==> config.mk <==
export PLATFORM = sky130hd
export DESIGN_NAME = fetch_unit
export DESIGN_NICKNAME = d
export VERILOG_FILES = /design/src/rtl/fetch_unit.sv
export SDC_FILE = /design/constraint.sdc
export NUM_CORES = 1
export LEC_CHECK = 0
export ABC_AREA = 1
export BUFFER_PORTS_ARGS = -buffer_cell sky130_fd_sc_hd__buf_4
export CAP_MARGIN = 20
export CORE_UTILIZATION = 49
export CTS_CLUSTER_DIAMETER = 120
export DETAILED_ROUTE_END_ITERATION = 12
export PLACE_DENSITY = 0.91
export SYNTH_ARGS = -nofsm -noshare
export SYNTH_HDL_FRONTEND = slang
export SYNTH_SLANG_ARGS = --single-unit
==> constraint.sdc <==
create_clock -name clk -period 1.8 [get_ports clk]
set_clock_uncertainty 0.1 [all_clocks]
set_input_delay 0.27 -clock clk [delete_from_list [all_inputs] [get_ports clk]]
set_output_delay 0.27 -clock clk [all_outputs]
set_load 0.01 [all_outputs]
==> src/rtl/fetch_unit.sv <==
// Instruction-fetch stage: PC, IMEM addressing, IF/ID register with valid/ready to decode.
// Optional perf counters are built only when FETCH_PERF_EN is defined (ports are tied to 0 otherwise).
module fetch_unit #(
  parameter logic [31:0] RESET_PC   = 32'h0000_0000,
  parameter int          IMEM_DEPTH = 512,
  parameter logic [31:0] NOP_INST   = 32'h0000_0013
) (
  input  logic        clk,
  input  logic        rst_n,
  output logic [31:0] imem_addr,
  input  logic [31:0] imem_inst,
  input  logic        redirect_valid,
  input  logic [31:0] redirect_pc,
  input  logic        id_ready,
  output logic        id_valid,
  output logic [31:0] id_inst,
  output logic [31:0] id_pc,
  output logic        halted,
  output logic        misalign_err,
  output logic [31:0] fetch_count,
  output logic [31:0] stall_count
);

  localparam logic [31:0] PC_LIMIT = 32'(IMEM_DEPTH * 4);

  typedef enum logic [1:0] {
    S_BOOT,
    S_RUN,
    S_HALT
  } state_e;

  state_e      state_q,    state_d;
  logic [31:0] pc_q,       pc_d;
  logic        id_valid_q, id_valid_d;
  logic [31:0] id_inst_q,  id_inst_d;
  logic [31:0] id_pc_q,    id_pc_d;
  logic        halted_q,   halted_d;
  logic        misalign_q, misalign_d;
  logic        fetch_slot;
  logic        capture;

  // A zero word or an address past the end of IMEM stops the fetch stream.
  function automatic logic bad_fetch(input logic [31:0] inst, input logic [31:0] pc);
    return (inst == 32'h0) || (pc >= PC_LIMIT);
  endfunction

  assign fetch_slot = (state_q == S_RUN) && (!id_valid_q || id_ready);

  always_comb begin
    state_d    = state_q;
    pc_d       = pc_q;
    id_valid_d = id_valid_q;
    id_inst_d  = id_inst_q;
    id_pc_d    = id_pc_q;
    misalign_d = 1'b0;
    capture    = 1'b0;

    if (redirect_valid) begin
      // Redirect beats everything, including a stalled instruction in IF/ID.
      id_valid_d = 1'b0;
      if (redirect_pc[1:0] == 2'b00) begin
        pc_d    = redirect_pc;
        state_d = S_RUN;
      end else begin
        misalign_d = 1'b1;
        state_d    = S_HALT;
      end
    end else begin
      case (state_q)
        S_BOOT: state_d = S_RUN;
        S_RUN: begin
          if (fetch_slot) begin
            if (bad_fetch(imem_inst, pc_q)) begin
              id_valid_d = 1'b0;
              state_d    = S_HALT;
            end else begin
              capture    = 1'b1;
              id_inst_d  = imem_inst;
              id_pc_d    = pc_q;
              id_valid_d = 1'b1;
              pc_d       = pc_q + 32'd4;
            end
          end
        end
        default: ;
      endcase
    end

    halted_d = (state_d == S_HALT);
  end

  always_ff @(posedge clk or negedge rst_n) begin
    if (!rst_n) begin
      state_q    <= S_BOOT;
      pc_q       <= RESET_PC;
      id_valid_q <= 1'b0;
      id_inst_q  <= NOP_INST;
      id_pc_q    <= 32'h0;
      halted_q   <= 1'b0;
      misalign_q <= 1'b0;
    end else begin
      state_q    <= state_d;
      pc_q       <= pc_d;
      id_valid_q <= id_valid_d;
      id_inst_q  <= id_inst_d;
      id_pc_q    <= id_pc_d;
      halted_q   <= halted_d;
      misalign_q <= misalign_d;
    end
  end

  assign imem_addr    = pc_q;
  assign id_valid     = id_valid_q;
  assign id_inst      = id_inst_q;
  assign id_pc        = id_pc_q;
  assign halted       = halted_q;
  assign misalign_err = misalign_q;

`ifdef FETCH_PERF_EN
  logic [31:0] fetch_cnt_q;
  logic [31:0] stall_cnt_q;

  // Both counters wrap naturally at 2^32.
  always_ff @(posedge clk or negedge rst_n) begin
    if (!rst_n) begin
      fetch_cnt_q <= 32'h0;
      stall_cnt_q <= 32'h0;
    end else begin
      if (capture)
        fetch_cnt_q <= fetch_cnt_q + 32'd1;
      if (id_valid_q && !id_ready)
        stall_cnt_q <= stall_cnt_q + 32'd1;
    end
  end

  assign fetch_count = fetch_cnt_q;
  assign stall_count = stall_cnt_q;
`else
  assign fetch_count = 32'h0;
  assign stall_count = 32'h0;
`endif

endmodule
# After elaboration in Yosys (flattened, before gate mapping)
# Index checks and enable logic that the tools add are counted.
dict set report word_totals {
  ff_bits 101
  input_bits 68
  out_inout_bits 163
}
dict set report classes {
  add_sub_neg 1
  order_cmp 1
  n_eq_ne 4
  n_mux 16
  bitwise 2
  reduce_logical 12
}
# operator count
set op_table {}
lappend op_table {{2-to-1 mux 32 bit} 5}
lappend op_table {{adder 32 x 3 -> 32 bit, second input constant} 1}
lappend op_table {{>= comparator 32 x 12 -> 1 bit, second input constant} 1}
lappend op_table {{zero test 32 bit} 1}
lappend op_table {{2-to-1 mux 2 bit} 4}
lappend op_table {{AND reduction 4 bit} 2}
lappend op_table {{2-to-1 mux 1 bit} 6}
lappend op_table {{zero test 2 bit} 2}
lappend op_table {{case mux 2 bit (2 select lines)} 1}
lappend op_table {{nonzero test 2 bit} 2}
lappend op_table {{== test 2 x 1 -> 1 bit, second input constant} 1}
lappend op_table {{== test 2 bit, second input constant} 1}
lappend op_table {{logical OR 1 bit} 2}
lappend op_table {{!= test 2 x 1 -> 1 bit, second input constant} 1}
lappend op_table {{!= test 2 bit, second input constant} 1}
lappend op_table {{inverter 1 bit} 2}
lappend op_table {{AND reduction 2 bit} 1}
lappend op_table {{logical AND 1 bit} 1}
lappend op_table {{zero test 1 bit} 1}

# Depth between registers and ports, before layout
dict set report logic_depth {
  word_depth 7
  depth_mapped 13
  depth_no_buf 12
}

# Least setup slack after synthesis
# OpenSTA, ideal clock, no wires.
dict set report synth_timing {
  path_kind {register to register}
  startpoint {reg pc_q[2], in the netlist imem_addr[2]}
  endpoint {reg pc_q[20], in the netlist imem_addr[20]}
  arrival_ns 1.590
  slack_ns 0.044
  stages_incl_launch_ff 10
  n_path_buf 0
  path_cell_list {dfrtp_1 ha_1 nand3_1 inv_1 nand3_1 nor2_1 nand3_1 o21ai_0 nand3_1 nand2_1}
}
dict set report synth_between {
  elab_chain_cells 5
  word_cells_on_any_way 9
  classes_between {add/sub (1); order compare (1); eq/ne (1); mux (4); reduce/logical (2)}
}
# item line_no
set synth_lines {}
lappend synth_lines {{start: declaration} 33} ;# logic [31:0] pc_q, pc_d;
lappend synth_lines {{start signal: assignment} 103} ;# pc_q <= pc_d;
lappend synth_lines {{adder 32 x 3 -> 32 bit} 81} ;# pc_d = pc_q + 32'd4;
lappend synth_lines {{2-to-1 mux 32 bit} 73} ;# if (bad_fetch(imem_inst, pc_q)) begin
lappend synth_lines {{2-to-1 mux 32 bit} 72} ;# if (fetch_slot) begin
lappend synth_lines {{2-to-1 mux 32 bit} 69} ;# case (state_q)
lappend synth_lines {{2-to-1 mux 32 bit} 58} ;# if (redirect_valid) begin
# Several ways; a longest one is shown, not always the timed one. The select of a mux whose other input is x is not followed.
# A chain may end at the register's enable or synchronous reset.

# Worst setup path after layout
dict set report layout_timing {
  startpoint {reg pc_q[30], in the netlist imem_addr[30]}
  endpoint {reg pc_q[2], in the netlist imem_addr[2]}
}
dict set report layout_between {
  elab_chain_cells 4
}
# item line_no
set layout_lines {}
lappend layout_lines {{>= comparator 32 x 12 -> 1 bit} 44} ;# return (inst == 32'h0) || (pc >= PC_LIMIT);
lappend layout_lines {{logical OR 1 bit} 44}
lappend layout_lines {{!= test 2 bit (no line)} -}
lappend layout_lines {{AND reduction 4 bit (no line)} -}
# No other way between the ends.

==> flow_metrics.py <==
metrics = {
    "floorplanning": {
        "die_x_um": 110.4,
        "core_area_sq_um": 11420,
        "io_pins": 231,
        "dieArea_sq_um": 12180,
        "rows": 39,
        "die_h_um": 110.4,
        "initial_core_util": 0.5039,
    },
    "yosys": {
        "synthSimpleGateAreaFrac": 0.3566,
        "synth.distinct_cells": 34,
        "ys_seq_area_frac": 0.4399,
        "synthArstFlopShare": 1.000,
        "syn_avg_cell_area_sq_um": 7.060,
        "netlist_instances": 815,
        "synth_compound_area_frac": 0.03609,
        "ys_seq_elements": 101,
        "yosysWarnings": 0,
        "synth_edf_count": 0,
        "yosys-mux-area-fraction": 0,
        "netlist_area_sq_um": 5754,
        "synth_ff_type": "dfrtp_1",
        "synth_top_family_by_area": "simple AND/OR/NAND/NOR gates",
        "synthAdderAreaFrac": 0.004349,
        "synth-xor-area-share": 0.01218,
    },
    "timing": {
        "worst_slack_ns": -0.01234,
        "slew_viol_final": 0,
        "fmax_ghz": 0.5518,
        "fin_crit_sh": 1.007,
        "slew_headroom": 0.6144,
        "tightestPinTransition_ns": 0.5784,
        "rsz0062_at_grt": "true",
        "fin_crit_ns": 1.812,
        "setup_tns_ns": -0.02459,
        "setup_viol_count_final": 3,
        "hold_viol": 0,
    },
    "route": {
        "drt-total-wl_um": 17240,
        "viasPerCell": 4.964,
        "post_drt_wl_per_cell_um": 14.54,
        "drcViolationCount": 0,
        "dr.first_iter.drc_count": 436,
        "first_pass_iters": 5,
        "antenna_left": 0,
        "vias": 5887,
    },
    "pwr": {
        "switching_power_uw": 2217,
        "peakVddDrop_mv": 0.4926,
        "pwr-share-clk": 0.294,
        "power_density_nw_per_um2": 833.3,
        "pwr-share-comb": 0.300,
        "finalPower_uw": 6530,
        "seq_power_share": 0.406,
        "swShare": 0.3395,
        "p_leak_uw": 0.004471,
        "p_int_uw": 4313,
    },
    "clock_tree": {
        "cts_buffer_depth": 2,
        "cts_tree": "done",
        "cts_sinks": 101,
        "numCtsBuffers": 9,
        "cts_max_level": 3,
        "clockRootBuffer": "clkbuf_16",
        "clkTransAtPathRegs_ns": 0.08,
        "clk_latency_ns": 0.35,
    },
    "critical_path": {
        "cp-startpoint": "imem_addr[30]",
        "cp_common_cell": "nand2_1",
        "reg2reg_slack_ns": -0.01,
        "start_kind": "flop",
        "path_cells": "nor2_1 > nand2_1 > nor2_1 > nand2_1 > nor2_2 > nand2_2 > nand2_4 > nand3_4 > buf_4 > nand2_1 > nand2_1",
        "required_ns": 1.94,
        "ff2ff_path_depth": 11,
        "r2r_start": "imem_addr[30]",
        "crit_fanout": 6,
        "critPathArrivalTime_ns": 1.95,
        "critPathMaxStageDelay_ns": 0.43,
        "cpMaxStageDelayCell": "dfrtp_1",
        "cp-end-kind": "flop",
        "critPathKind": "flop to flop",
    },
    "cells_and_area": {
        "final_nets": 1108,
        "stdcell_area_sq_um": 7836,
        "drive_above_1_share": 0.2876,
        "area.growth.synth_to_final_pct": 36.18,
        "finalCoreUtilization": 0.6863,
        "diodes": 0,
    },
    "place": {
        "placed_cell_area_sq_um": 7370,
        "pre_cts_ws_ns": -0.07382,
        "finalWeightedCongestion": 0.9808,
        "port_buffers": 166,
        "dp_hpwl_um": 12930,
    },
    "grt": {
        "antenna_found_initial": 0,
        "track_usage": 0.2804,
        "grt_max_degree": 102,
        "grt_pass1_wl_um": 25860,
        "grt.overflow.total": 0,
        "grt_pass1_vias": 5456,
    },
    "status": {
        "status": "finished, violations left",
        "violations": "negative setup slack",
    },
    "hold_path": {
        "hold_path.startpoint": "imem_inst[14]",
        "holdCritPathClass": "input pin to flop",
        "holdPathStages": 3,
    },
    "flow_run": {
        "maxCapViolations": 0,
    },
}
critical path, delay by kind of cell, from the launching register on:
family / cells / cell delay, ns
AND/OR/NAND/NOR: 10 / 0.99
buffers and inverters: 1 / 0.20
flip-flops: 1 / 0.43
layout by cell type, fill, tap and decap left out, types with 3 or more instances in the layout:
cell type    n
buf_12       5
buf_4      228
buf_6        4
clkbuf_16   10
conb_1      64
dfrtp_1     95
dfrtp_2      3
dfstp_2      3
inv_1       63
inv_2        3
nand2_1    344
nand2_2     12
nand3_1     48
nand3_2      4
nand4_1     14
nor2_1      69
nor2_2      13
o21ai_0     13
o21ai_1     16
xor2_1       6
metal layers:
metal | GRT usage | up-vias | wire [um]
met5 | 0 | - | 0
met4 | 0.1006 | 0 | 437
met3 | 0.06761 | 49 | 1403
met2 | 0.4933 | 283 | 8623
met1 | 0.3317 | 2733 | 6778
li1 | - | 2822 | -
flip-flops by register name (all words and copies together), names as in the netlist:
name          cells
halted            1
id_inst          32
id_valid          1
imem_addr        32
id_pc            32
misalign_err      1
state_q           2
Yosys cell counts, types with 2 or more instances:
library cell	instances	area (sq um)
nand2_1	354	1329
dfrtp_1	98	2452
nor2_1	81	304.0
inv_1	66	247.7
buf_4	65	488.0
nand3_1	52	260.3
o21ai_1	16	80.08
nand4_1	14	87.58
buf_2	13	65.06
o21ai_0	13	65.06
clkbuf_1	8	30.03
xor2_1	6	52.55
dfstp_2	3	78.83
a21oi_1	2	10.01
buf_1	2	7.510
ha_1	2	25.02
nand2_2	2	12.51
xnor2_1	2	17.52
cell families (layout without fill, tap and decap cells):
group | after synthesis | after routing
and+or+nand+nor | 509 | 509
AOI/OAI and AO/OA | 36 | 36
DFF | 101 | 101
adders and majority gates | 2 | 2
other | 1 | 64
xor gates and xnor gates | 8 | 8
buffers and inverters | 158 | 323
power groups by stage:
stage / clock network, uW / registers, uW / logic (uW)
finish: 1920 / 2650 / 1960
CTS: 1950 / 2640 / 1890
global route: 2050 / 2680 / 2170
global placement: 0 / 2670 / 1820
detailed placement: 0 / 2690 / 1860
floorplan: 0 / 2810 / 782
layout make-up:
| cell class | count | area [sq um] |
|---|---|---|
| clock inverter | 7 | 67.56 |
| sequential | 101 | 2535 |
| clock buffer | 9 | 225.2 |
| inverter | 68 | 260.3 |
| multi-input combinational | 619 | 2678 |
| tap | 143 | 178.9 |
| timing repair buffer | 239 | 1892 |
| fill | 942 | 3582 |
worst paths after layout:
check | endpoint
worst max-delay path | imem_addr[2]
max in group asynchronous | id_pc[29]
min in group asynchronous | imem_addr[24]
worst max register to register | imem_addr[2]
worst min register to register | id_pc[9]
worst min-delay path | id_inst[14]
stage by stage:
step | cells | hold slack, ns
floorplan | 878 | -0.1256
global placement | 1165 | 0.2690
detailed placement | 1165 | 0.2735
CTS | 1184 | 0.02133
global route | 1186 | 0.04581
finish | 1186 | 0.03400
timing repair:
action | CTS | global route
setup endpoints to repair | 27 | 97
hold buffers | 1 | 0
pin swaps | 1 | 4
cloned | 0 | 2
resized for setup | 3 | 40
setup buffers | 2 | 0
endpoints found under the hold margin | 98 | 0
Note: power is estimated with default switching activity, not from simulation.
